--- src/rtl/temporizador_multicanal.sv ---
// Multi-channel interval timer: per-channel prescaler, tick counter and
// one-shot/periodic expiry with registered busy/done/pulse outputs.
module temporizador_multicanal #(
    parameter int N_CANAIS      = 4,
    parameter int WIDTH         = 32,
    parameter int PRESC         = 1,
    parameter int INTERVALO_DEF = 100000000,
    localparam int CW = (N_CANAIS > 1) ? $clog2(N_CANAIS) : 1
) (
    input  logic                clk,
    input  logic                rst_n,
    input  logic [N_CANAIS-1:0] start,
    input  logic [N_CANAIS-1:0] stop,
    input  logic [N_CANAIS-1:0] modo,
    input  logic                wr_en,
    input  logic [CW-1:0]       wr_ch,
    input  logic [WIDTH-1:0]    wr_data,
    output logic [N_CANAIS-1:0] busy,
    output logic [N_CANAIS-1:0] done,
    output logic [N_CANAIS-1:0] pulse
);

    localparam int PW = $clog2(PRESC + 1);
    localparam logic [PW-1:0] PRE_MAX = PW'(PRESC - 1);
    localparam logic [WIDTH-1:0] IV_DEF = WIDTH'(INTERVALO_DEF);

    typedef enum logic [1:0] {
        IDLE = 2'd0,
        RUN  = 2'd1,
        DONE = 2'd2
    } estado_t;

    estado_t          est_q [N_CANAIS];
    estado_t          est_d [N_CANAIS];
    logic [WIDTH-1:0] cnt_q [N_CANAIS];
    logic [WIDTH-1:0] cnt_d [N_CANAIS];
    logic [WIDTH-1:0] iv_q  [N_CANAIS];
    logic [WIDTH-1:0] iv_d  [N_CANAIS];
    logic [WIDTH-1:0] fim   [N_CANAIS];
    logic [PW-1:0]    pre_q [N_CANAIS];
    logic [PW-1:0]    pre_d [N_CANAIS];
    logic [N_CANAIS-1:0] modo_q, modo_d;
    logic [N_CANAIS-1:0] pulse_q, pulse_d;

    // Last count value of a period; an interval of 0 behaves as 1.
    always_comb begin
        for (int c = 0; c < N_CANAIS; c++) begin
            fim[c] = (iv_q[c] == '0) ? '0 : iv_q[c] - 1'b1;
        end
    end

    always_comb begin
        est_d   = est_q;
        cnt_d   = cnt_q;
        pre_d   = pre_q;
        iv_d    = iv_q;
        modo_d  = modo_q;
        pulse_d = '0;
        for (int c = 0; c < N_CANAIS; c++) begin
            if (stop[c]) begin
                est_d[c] = IDLE;
                cnt_d[c] = '0;
                pre_d[c] = '0;
            end else if (start[c]) begin
                est_d[c]  = RUN;
                cnt_d[c]  = '0;
                pre_d[c]  = '0;
                modo_d[c] = modo[c];
            end else if (est_q[c] == RUN) begin
                if (pre_q[c] == PRE_MAX) begin
                    pre_d[c] = '0;
                    // >= catches an interval shrunk below the running count
                    if (cnt_q[c] >= fim[c]) begin
                        pulse_d[c] = 1'b1;
                        if (modo_q[c]) begin
                            cnt_d[c] = '0;
                        end else begin
                            est_d[c] = DONE;
                        end
                    end else begin
                        cnt_d[c] = cnt_q[c] + 1'b1;
                    end
                end else begin
                    pre_d[c] = pre_q[c] + 1'b1;
                end
            end
            if (wr_en && (int'(wr_ch) == c)) begin
                iv_d[c] = wr_data;
            end
        end
    end

    always_ff @(posedge clk or negedge rst_n) begin
        if (!rst_n) begin
            for (int c = 0; c < N_CANAIS; c++) begin
                est_q[c] <= IDLE;
                cnt_q[c] <= '0;
                pre_q[c] <= '0;
                iv_q[c]  <= IV_DEF;
            end
            modo_q  <= '0;
            pulse_q <= '0;
        end else begin
            est_q   <= est_d;
            cnt_q   <= cnt_d;
            pre_q   <= pre_d;
            iv_q    <= iv_d;
            modo_q  <= modo_d;
            pulse_q <= pulse_d;
        end
    end

    always_comb begin
        busy = '0;
        done = '0;
        for (int c = 0; c < N_CANAIS; c++) begin
            busy[c] = (est_q[c] == RUN);
            done[c] = (est_q[c] == DONE);
        end
    end

    assign pulse = pulse_q;

endmodule

--- config.mk ---
export PLATFORM = sky130hd
export DESIGN_NAME = temporizador_multicanal
export DESIGN_NICKNAME = d
export VERILOG_FILES = /design/src/rtl/temporizador_multicanal.sv
export SDC_FILE = /design/constraint.sdc
export NUM_CORES = 1
export LEC_CHECK = 0
export BUFFER_PORTS_ARGS = -buffer_cell sky130_fd_sc_hd__buf_2
export CAP_MARGIN = 15
export CELL_PAD_IN_SITES_DETAIL_PLACEMENT = 1
export CELL_PAD_IN_SITES_GLOBAL_PLACEMENT = 1
export CORE_MARGIN = 2
export CORE_UTILIZATION = 53
export CTS_CLUSTER_DIAMETER = 100
export DETAILED_ROUTE_END_ITERATION = 7
export GPL_TIMING_DRIVEN = 1
export PLACE_DENSITY = 0.9
export SLEW_MARGIN = 20
export SYNTH_ARGS = -nofsm -noshare
export SYNTH_HDL_FRONTEND = slang
export SYNTH_SLANG_ARGS = --single-unit
--- constraint.sdc ---
create_clock -name clk -period 12.9 [get_ports clk]
set_input_delay 2.58 -clock clk [delete_from_list [all_inputs] [get_ports clk]]
set_output_delay 2.58 -clock clk [all_outputs]
set_load 0.01 [all_outputs]
==> metrics.md, run 1 <==
| Metric | Value |
|---|---|
| Outcome | completed |
| Worst Setup End Kind | register |
| Post-Synthesis Cells | 2023 |
| DRC Markers | 0 |
| RSZ-0062 raised after global routing | no |
| Leakage | between 8 and 9 nW |
| CTS Root Cell | clkbuf_16 |
| Worst EP required | between 10 and 15 ns |
| Max incr delay on CP | 0.73 ns |
| Vias in the first global route | 17957 |
| First-pass iteration count of the detailed router | 5 |
| Io pins | slightly above 60 |
| Horiz. Die Dim | around 190 um |
| Async SR Flop Fraction | 100% |
| CP startpoint kind | register |
| Resize count post-CTS | 0 |
| Tightest Pin Transition | between 1 and 1.5 ns |
| Setup violators final | 0 |
| CP Max Fanout | 28 |
| Worst-Skew Late Latency | 0.54 ns |
| Largest net degree at the start of global routing | just under 80 |
| Unique masters post-synth | 70 |
| Die footprint | ~36000 sq um |
| GRT overflow | 0 |
| Initial antenna violation count | 4 |
| HPWL after DPL | 40.3 mm |
| PD cells | roughly 130 nW/um^2 |
| Worst Path Arrival | about 6.6 ns |
| Fin Hold WS | roughly 0.5 ns |
| Reg clk slew, reported paths | roughly 0.060 ns |
| Synthesized area | 18300 sq um |
| Rel. slew slack | about 27% |
| Wire per inst | about 24 um |
| Final ANT Viol Nets | 0 |
| Seq/Total Area, Yosys | 37.6% |
| Max-slew violation count | 0 |
| Layout Area Growth over Synthesis | 10.7% |
| Final Hold Fails | 0 |
| # nets final | between 2000 and 2500 |
| FMAX | roughly 160 MHz |
| Vias | between 15000 and 20000 |
| Clock Path Buffers | 3 |
| Cts hold-fix bufs | 0 |
| Cell taking the most area after synthesis | dfrtp_1 |
| Post-CTS Setup Bufs | 0 |
| Share of post-route cells with drive strength above 1 | between 10% and 20% |
| Share of the synthesized area in the top cell type | between 30% and 40% |
| Worst Skew | ~0.017 ns |
| Most common cell after layout, fill and taps aside | nand2_1 |
| First-pass GRT wire length | 98.2 mm |
| Ys flop type | dfrtp_1 |
| Initial DRC Count | just over 1000 |
| Global Route Usage Sum | between 30 and 40% |
| GP Congestion | around 0.85 |
| Cell Chain, Critical Path | or4_1 -> nor4_1 -> nand2b_1 -> nor4_1 -> nand2_1 -> nor3b_1 -> a21oi_1 -> ha_1 -> nand4_1 -> nor2_1 -> a221oi_1 -> o211ai_1 -> nor2_1 -> buf_4 -> nand4_1 -> mux2i_1 |
| Commonest non-fill, non-tap cells in the layout | 288 x nand2_1, 224 x dfrtp_1, 140 x ha_1 |
| Fill cells | 3959 |
| CP Class | reg -> reg |
| Num CTS Buffers | 34 |
| H-tree Lvls | 2 |
| Starting Density | between 50% and 60% |
| TritonCTS clock tree | yes |
| Die Height | 190 um |
| CTS sink cnt | about 270 |
| Yosys reg bits | 272 |
| Ranking of synthesized cells by area | dfrtp_1 31%, ha_1 9.6%, mux2_2 7.9% |
| Max-cap violation count | 0 |
| Core Rows | 68 |
| Syn nets | 2212 |
| Worst path slowest cell | nor2_1 |
| Peak supply drop | around 110 uV |
| Post-synth EDFFs | 0 |
| Core ar. | roughly 34000 sq um |
| Crit path time final | approximately 6.1 ns |
| Ys Warns | 0 |
| Class of the worst hold path | reg -> reg |
| IO buf count | 60 |
| Via-to-Cell Ratio | roughly 6.6 |
| Mapped Avg Cell Area | 9.04 sq um |
| Final worst-path cycle share | between 40 and 50% |
| Setup TNS | 0 ns |
| Drt total wl | slightly above 60 mm |
==> registers in the layout, summed over array words and instances, names as in the netlist <==
register / cells
cnt_q: 128
iv_q: 128
est_q: 8
modo_q: 4
pulse: 4
==> critical path: cells and delay by family (launching register included) <==
| family | cells | cell delay (ns) |
|---|---|---|
| flip-flops | 1 | 0.45 |
| multiplexers | 1 | 0.20 |
| buffers and inverters | 1 | 0.34 |
| AO/OA/AOI/OAI | 3 | 0.81 |
| adder cells (fa/ha/maj) | 1 | 0.26 |
| AND/OR/NAND/NOR | 10 | 3.97 |
==> where the power goes <==
group	internal (mW)	switching, mW	total, mW
Clock	0.626	0.405	1.03
Sequential	0.956	0.121	1.08
Combinational	0.203	0.272	0.476
==> synthesized netlist by cell type, drive strengths merged, types with 12 or more instances <==
cell / instances
a21oi: 132
a31oi: 12
a32oi: 12
and3: 43
buf: 16
clkbuf: 56
dfrtp: 224
dfstp: 48
ha: 140
inv: 71
mux2: 129
mux2i: 48
nand2: 288
nand2b: 15
nand3: 135
nand4: 45
nor2: 99
nor3: 84
nor4: 48
o21ai: 82
or2: 12
or3: 23
or4: 22
xnor2: 39
xor2: 66
==> logic make-up after synthesis <==
logic type	count (synthesis)	synth area share, %
compound gates	329	11.1
xor+xnor	105	5.03
fa+ha+maj	140	9.58
buf+inv	143	3.05
flops	272	37.6
mux	177	10.6
simple gates	857	23.1
==> metal layers <==
layer / wire (um) / track usage, % / share of wire [%] / vias up
li1: - / - / - / 7467
met1: 25000 / 41.7 / 41 / 8494
met2: 30000 / 58.9 / 49 / 541
met3: 2940 / 5.48 / 4.8 / 200
met4: 2850 / 16.6 / 4.7 / 4
met5: 24 / 0 / 0.039 / -
==> final timing paths <==
kind / from / endpoint / slack (ns) / cells after the start
setup / recovery: iv_q[115] / cnt_q[126] / 6.76 / 16
hold / removal: cnt_q[91] / cnt_q[91] / 0.51 / 1
setup reg to reg: iv_q[115] / cnt_q[126] / 6.76 / 16
hold reg to reg: cnt_q[91] / cnt_q[91] / 0.51 / 1
max in group asynchronous: rst_n / cnt_q[112] / 9.58 / 2
min in group asynchronous: rst_n / cnt_q[7] / 1.98 / 1
==> stage by stage <==
step                      setup slack [ns]  power (mW)  util [%]  instance area (sq um)  cells
after global routing                  6.35        2.68      59.1                  20200   2547
after CTS                             6.84        2.58      59.0                  20200   2546
final                                 6.76        2.58      59.1                  20300   2548
after floorplan                       8.33        1.35         -                  18300   2023
after detailed placement              7.07        1.52      55.6                  19000   2484
after global placement                7.56        1.47      55.6                  19000   2484
==> cell type report <==
| type | instances | area (sq um) | share of cell area (%) |
|---|---|---|---|
| clock buffer | 47 | 1000 | 4.95 |
| tap | 455 | 569 | 2.81 |
| multi-input combinational | 1608 | 10900 | 53.9 |
| inverter | 71 | 267 | 1.32 |
| antenna | 2 | 5.00 | 0.0247 |
| clock inverter | 15 | 184 | 0.908 |
| sequential | 272 | 6870 | 33.9 |
| timing repair buffer | 78 | 449 | 2.22 |
Note: power is estimated with default switching activity, not from simulation.
==> run 2, diff against run 1 <==
--- a/config.mk
+++ b/config.mk
@@ -10,11 +10,11 @@
 export CELL_PAD_IN_SITES_DETAIL_PLACEMENT = 1
 export CELL_PAD_IN_SITES_GLOBAL_PLACEMENT = 1
 export CORE_MARGIN = 2
-export CORE_UTILIZATION = 53
+export CORE_UTILIZATION = 45
 export CTS_CLUSTER_DIAMETER = 100
 export DETAILED_ROUTE_END_ITERATION = 7
 export GPL_TIMING_DRIVEN = 1
-export PLACE_DENSITY = 0.9
+export PLACE_DENSITY = 0.82
 export SLEW_MARGIN = 20
 export SYNTH_ARGS = -nofsm -noshare
 export SYNTH_HDL_FRONTEND = slang
==> constraint.sdc (replaced) <==
create_clock -name clk -period 4.9 [get_ports clk]
set_input_delay 0.98 -clock clk [delete_from_list [all_inputs] [get_ports clk]]
set_output_delay 0.98 -clock clk [all_outputs]
set_load 0.01 [all_outputs]
==> metrics.md, run 2 (synthesized netlist as in run 1, its figures left out) <==
| Metric | Value |
|---|---|
| Max incr delay on CP | 0.60 ns |
| Largest net degree at the start of global routing | between 100 and 150 |
| Commonest non-fill, non-tap cells in the layout | 288 x nand2_1, 224 x dfrtp_1, 140 x ha_1 |
| Vias | roughly 16000 |
| Num CTS Buffers | 34 |
| Final instance area | roughly 21000 sq um |
| Final worst-path cycle share | a little over nine tenths |
| Drt total wl | between 50 and 60 mm |
| First-pass iteration count of the detailed router | 4 |
| Worst-Skew Late Latency | between 0.5 and 0.6 ns |
| HPWL after DPL | around 40 mm |
| Tightest Pin Transition | 0.918 ns |
| Setup violators final | 0 |
| Largest regs | cnt_q (128), iv_q (128), est_q (8) |
| IO buf count | 60 |
| Outcome | completed |
| Final worst slack | between 0.15 and 0.2 ns |
| Inserted Diodes | 0 |
| Worst path slowest cell | or4_1 |
| Wire per inst | 21.0 um |
| Area of the multi-input gates | ~11000 sq um |
| Final Util | a little over half |
| First-pass GRT wire length | 90.8 mm |
| Max-cap violation count | 0 |
| Final ANT Viol Nets | 0 |
| Die Height | ~210 um |
| Initial antenna violation count | 0 |
| Horiz. Die Dim | slightly above 200 um |
| Worst EP required | 5.30 ns |
| Layout Area Growth over Synthesis | 13.6% |
| Initial DRC Count | 715 |
| Max-slew violation count | 0 |
| Class of the worst hold path | in -> async |
| CTS Root Cell | clkbuf_16 |
| Die footprint | 42300 sq um |
| DP Area | ~19000 sq um |
| Starting Density | 45.8% |
| CP Class | reg -> reg |
| Reg clk slew, reported paths | approximately 0.06 ns |
| Setup TNS | 0 ns |
| Most common cell after layout, fill and taps aside | nand2_1 |
| Peak supply drop | 203 uV |
| Tot Pwr | a little under 7 mW |
| Clock Path Buffers | 3 |
| H-tree Lvls | 2 |
| Crit path time final | 4.72 ns |
| TritonCTS clock tree | yes |
| GP Congestion | slightly above 0.8 |
| CP startpoint kind | register |
| # nets final | 2290 |
| Cell Chain, Critical Path | or4_1 -> or4_4 -> nor2_2 -> nand3_2 -> nor4_2 -> xor2_1 -> nand2_1 -> ha_1 -> a21oi_1 -> o21ai_0 -> a221oi_1 -> o21ai_2 -> a211o_1 -> buf_4 -> o21ai_0 -> o21ai_0 |
| Core ar. | ~40000 sq um |
| Io pins | ~60 |
| Via-to-Cell Ratio | a little over 6 |
| CP delay by family, top | simple AND/OR/NAND/NOR gates |
| DRC Markers | 0 |
| Share of post-route cells with drive strength above 1 | 18.3% |
| CP bufs+invs | 1 |
| Rel. slew slack | 38.8% |
| # placed instances | 2589 |
| Core Rows | 73 |
| Storage cell area | ~7000 sq um |
| Fin Hold WS | about 0.52 ns |
| Worst Skew | ~0.011 ns |
| Global Route Usage Sum | 26.8% |
| Fill cells | 4575 |
| Layout Cells excl Fill | between 2000 and 3000 |
| Worst Path Arrival | between 5 and 6 ns |
| Worst Setup End Kind | register |
| CTS sink cnt | about 270 |
| Final Hold Fails | 0 |
| Most common cell type on the critical path | o21ai_0 |
| Leakage | between 9 and 10 nW |
| Vias in the first global route | around 17000 |
| PD cells | 325 nW/um^2 |
| Place WS | about 0.0085 ns |
| GRT overflow | 0 |
| CP Max Fanout | 15 |
| FMAX | between 200 and 250 MHz |
## run 2: changes by cell type in the layout (fill, tap and decap cells not counted), sizes merged
| cell | change |
|---|---|
| buf | +35 |
| bufinv | -1 |
| clkbuf | +9 |
| clkinv | -8 |
| clkinvlp | -1 |
| diode | -2 |
| inv | +1 |
| or4 | +1 |
## run 2: routing by layer
layer | part of all wire (%) | vias to the layer above | global-route usage [%]
met4 | 4.0 | 0 | 11.0
met1 | 44 | 8041 | 34.4
li1 | - | 7539 | -
met3 | 3.6 | 135 | 3.58
met5 | 0 | - | 0
met2 | 49 | 312 | 45.6
## run 2: layout make-up
cell class,instances,area share (%)
Inverter,71,1.28
Sequential cell,272,33.1
Tap cell,525,3.16
Multi-Input combinational cell,1609,53.0
Clock buffer,56,5.28
Clock inverter,6,0.536
Timing Repair Buffer,113,3.67
## run 2: what timing repair did
action,4_1_cts,5_1_grt
cloned,0,1
buffers inserted,0,0
pin swaps,0,2
hold buffers,0,0
resized for setup,3,19
setup endpoints to repair,22,123
## run 2: final timing paths
| kind | startpoint | end | slack, ns | depth (start not counted) |
|---|---|---|---|---|
| max | iv_q[41] | cnt_q[45] | 0.18 | 16 |
| min | rst_n | est_q[1] | 0.52 | 1 |
| max reg2reg | iv_q[41] | cnt_q[45] | 0.18 | 16 |
| min reg2reg | cnt_q[93] | cnt_q[93] | 0.52 | 1 |
| max in group asynchronous | rst_n | cnt_q[46] | 3.15 | 2 |
| min in group clk | cnt_q[93] | cnt_q[93] | 0.52 | 1 |
## run 2: where the power goes
part           internal, mW  total [mW]  leakage, nW  switching [mW]
clock                  1.69        2.71        0.589            1.02
sequential             2.52        2.82         3.45           0.303
combinational         0.551        1.23         5.10           0.674
==> run 3, diff against run 2 <==
--- a/config.mk
+++ b/config.mk
@@ -9,11 +9,13 @@
 export CAP_MARGIN = 15
 export CELL_PAD_IN_SITES_DETAIL_PLACEMENT = 1
 export CELL_PAD_IN_SITES_GLOBAL_PLACEMENT = 1
+export CORE_ASPECT_RATIO = 1.4
 export CORE_MARGIN = 2
 export CORE_UTILIZATION = 45
 export CTS_CLUSTER_DIAMETER = 100
 export DETAILED_ROUTE_END_ITERATION = 7
 export GPL_TIMING_DRIVEN = 1
+export MAX_ROUTING_LAYER = met4
 export PLACE_DENSITY = 0.82
 export SLEW_MARGIN = 20
 export SYNTH_ARGS = -nofsm -noshare
==> metrics.md, run 3 (synthesized netlist as in run 1, its figures left out) <==
| Metric | Value |
|---|---|
| CP Max Fanout | 6 |
| Layout Area Growth over Synthesis | 12.9% |
| Reg clk slew, reported paths | ~0.060 ns |
| FMAX | ~210 MHz |
| CTS sink cnt | about 270 |
| Horiz. Die Dim | roughly 170 um |
| Worst-Skew Late Latency | between 0.5 and 0.6 ns |
| Cts hold-fix bufs | 0 |
| Worst EP required | between 5 and 6 ns |
| Worst Skew | between 0.015 and 0.02 ns |
| Die Height | between 200 and 250 um |
| Wire per inst | 20.9 um |
| CP Class | reg -> reg |
| Final instance area | a little over 20000 sq um |
| Starting Density | a little under half |
| RSZ-0062 raised after global routing | yes |
| CTS Root Cell | clkbuf_16 |
| Largest regs | cnt_q (128), iv_q (128), est_q (8) |
| Final Util | about half |
| Setup TNS | 0 ns |
| Clock Path Buffers | 3 |
| Via-to-Cell Ratio | 6.03 |
| Max-slew violation count | 0 |
| Initial antenna violation count | 0 |
| Final worst-path cycle share | between 90% and 100% |
| Inserted Diodes | 0 |
| Final Hold Fails | 0 |
| Num CTS Buffers | 30 |
| CP startpoint kind | register |
| Setup violators final | 0 |
| GP Congestion | just under 0.9 |
| DP Area | 19400 sq um |
| TritonCTS clock tree | yes |
| Core ar. | 40200 sq um |
| GRT overflow | 0 |
| Peak supply drop | 287 uV |
| Initial DRC Count | about 880 |
| # nets final | roughly 2300 |
| Global Route Usage Sum | 26.9% |
| Core Rows | 87 |
| Drt total wl | 55.5 mm |
| H-tree Lvls | 1 |
| R2R depth | 14 |
| Commonest non-fill, non-tap cells in the layout | 287 x nand2_1, 224 x dfrtp_1, 140 x ha_1 |
| PD cells | around 310 nW/um^2 |
| HPWL after DPL | 39.7 mm |
| Class of the worst hold path | in -> async |
| Most common cell after layout, fill and taps aside | nand2_1 |
| Io pins | just over 60 |
| Worst Setup End Kind | register |
| Largest net degree at the start of global routing | roughly 120 |
| Final ANT Viol Nets | 0 |
| Worst Path Arrival | around 5.2 ns |
| Share of post-route cells with drive strength above 1 | a little under a fifth |
| IO buf count | 60 |
| Outcome | completed |
| Leakage | between 9 and 10 nW |
| DRC Markers | 0 |
| Tightest Pin Transition | 1.02 ns |
| Vias | 16004 |
| Rel. slew slack | 31.7% |
| Max-cap violation count | 0 |
| Tot Pwr | 6.40 mW |
| Die footprint | 42300 sq um |
| Crit path time final | approximately 4.7 ns |
| First-pass iteration count of the detailed router | 5 |
| First-pass GRT wire length | 90.5 mm |
| Vias in the first global route | about 17000 |
-- run 3: per-layer routing --
metal,vias to the layer above,GRT usage [%],share of wire [%]
li1,7527,-,-
met1,8063,29.6,40
met2,270,47.4,51
met3,144,3.19,3.0
met4,0,14.5,5.7
met5,-,-,0
-- run 3: layout make-up --
class | instances | area [sq um]
Clock inverter | 19 | 200
Inverter | 71 | 267
Fill cell | 4617 | 19500
Clock buffer | 37 | 818
Multi-Input combinational cell | 1609 | 11000
Timing Repair Buffer | 112 | 785
Tap cell | 534 | 668
Sequential cell | 272 | 6870
-- run 3: worst paths after layout --
kind | start | end | slack [ns]
setup / recovery | iv_q[76] | cnt_q[79] | 0.18
hold / removal | rst_n | cnt_q[28] | 0.44
setup reg to reg | iv_q[76] | cnt_q[79] | 0.18
hold reg to reg | cnt_q[91] | cnt_q[91] | 0.51
max in group asynchronous | rst_n | est_q[6] | 3.14
min in group clk | cnt_q[91] | cnt_q[91] | 0.51
-- run 3: critical path, stage by stage (launching register included) --
cell and delay [ns]:
dfrtp_1 0.46, or4_1 0.60, or3_1 0.46, nor2_1 0.23, nand4_1 0.20, and2_1 0.25
ha_1 0.26, nand2b_1 0.14, a2111o_1 0.44, a311oi_1 0.41, a31oi_2 0.20, buf_4 0.18
or2_2 0.33, or3_1 0.38, mux2i_1 0.12
-- run 3: power breakdown --
part	total [mW]	internal, mW	switching, mW
clock network	2.37	1.35	1.02
logic	1.21	0.546	0.663
registers	2.82	2.52	0.304
-- run 3: metrics by stage --
step / std cells / hold slack (ns) / setup slack (ns)
2_1_floorplan: 2023 / 0.470 / 0.335
3_3_place_gp: 2591 / 0.496 / 0.152
3_5_place_dp: 2591 / 0.494 / -0.0840
4_1_cts: 2652 / 0.513 / 0.0515
5_1_grt: 2654 / 0.540 / -0.0193
6_report: 2654 / 0.435 / 0.175
-- run 3: timing repair --
action | in CTS | in global routing
endpoints found under the setup margin | 37 | 122
buffers inserted | 4 | 1
pin swaps | 1 | 2
cloned | 1 | 1
resized for setup | 6 | 21
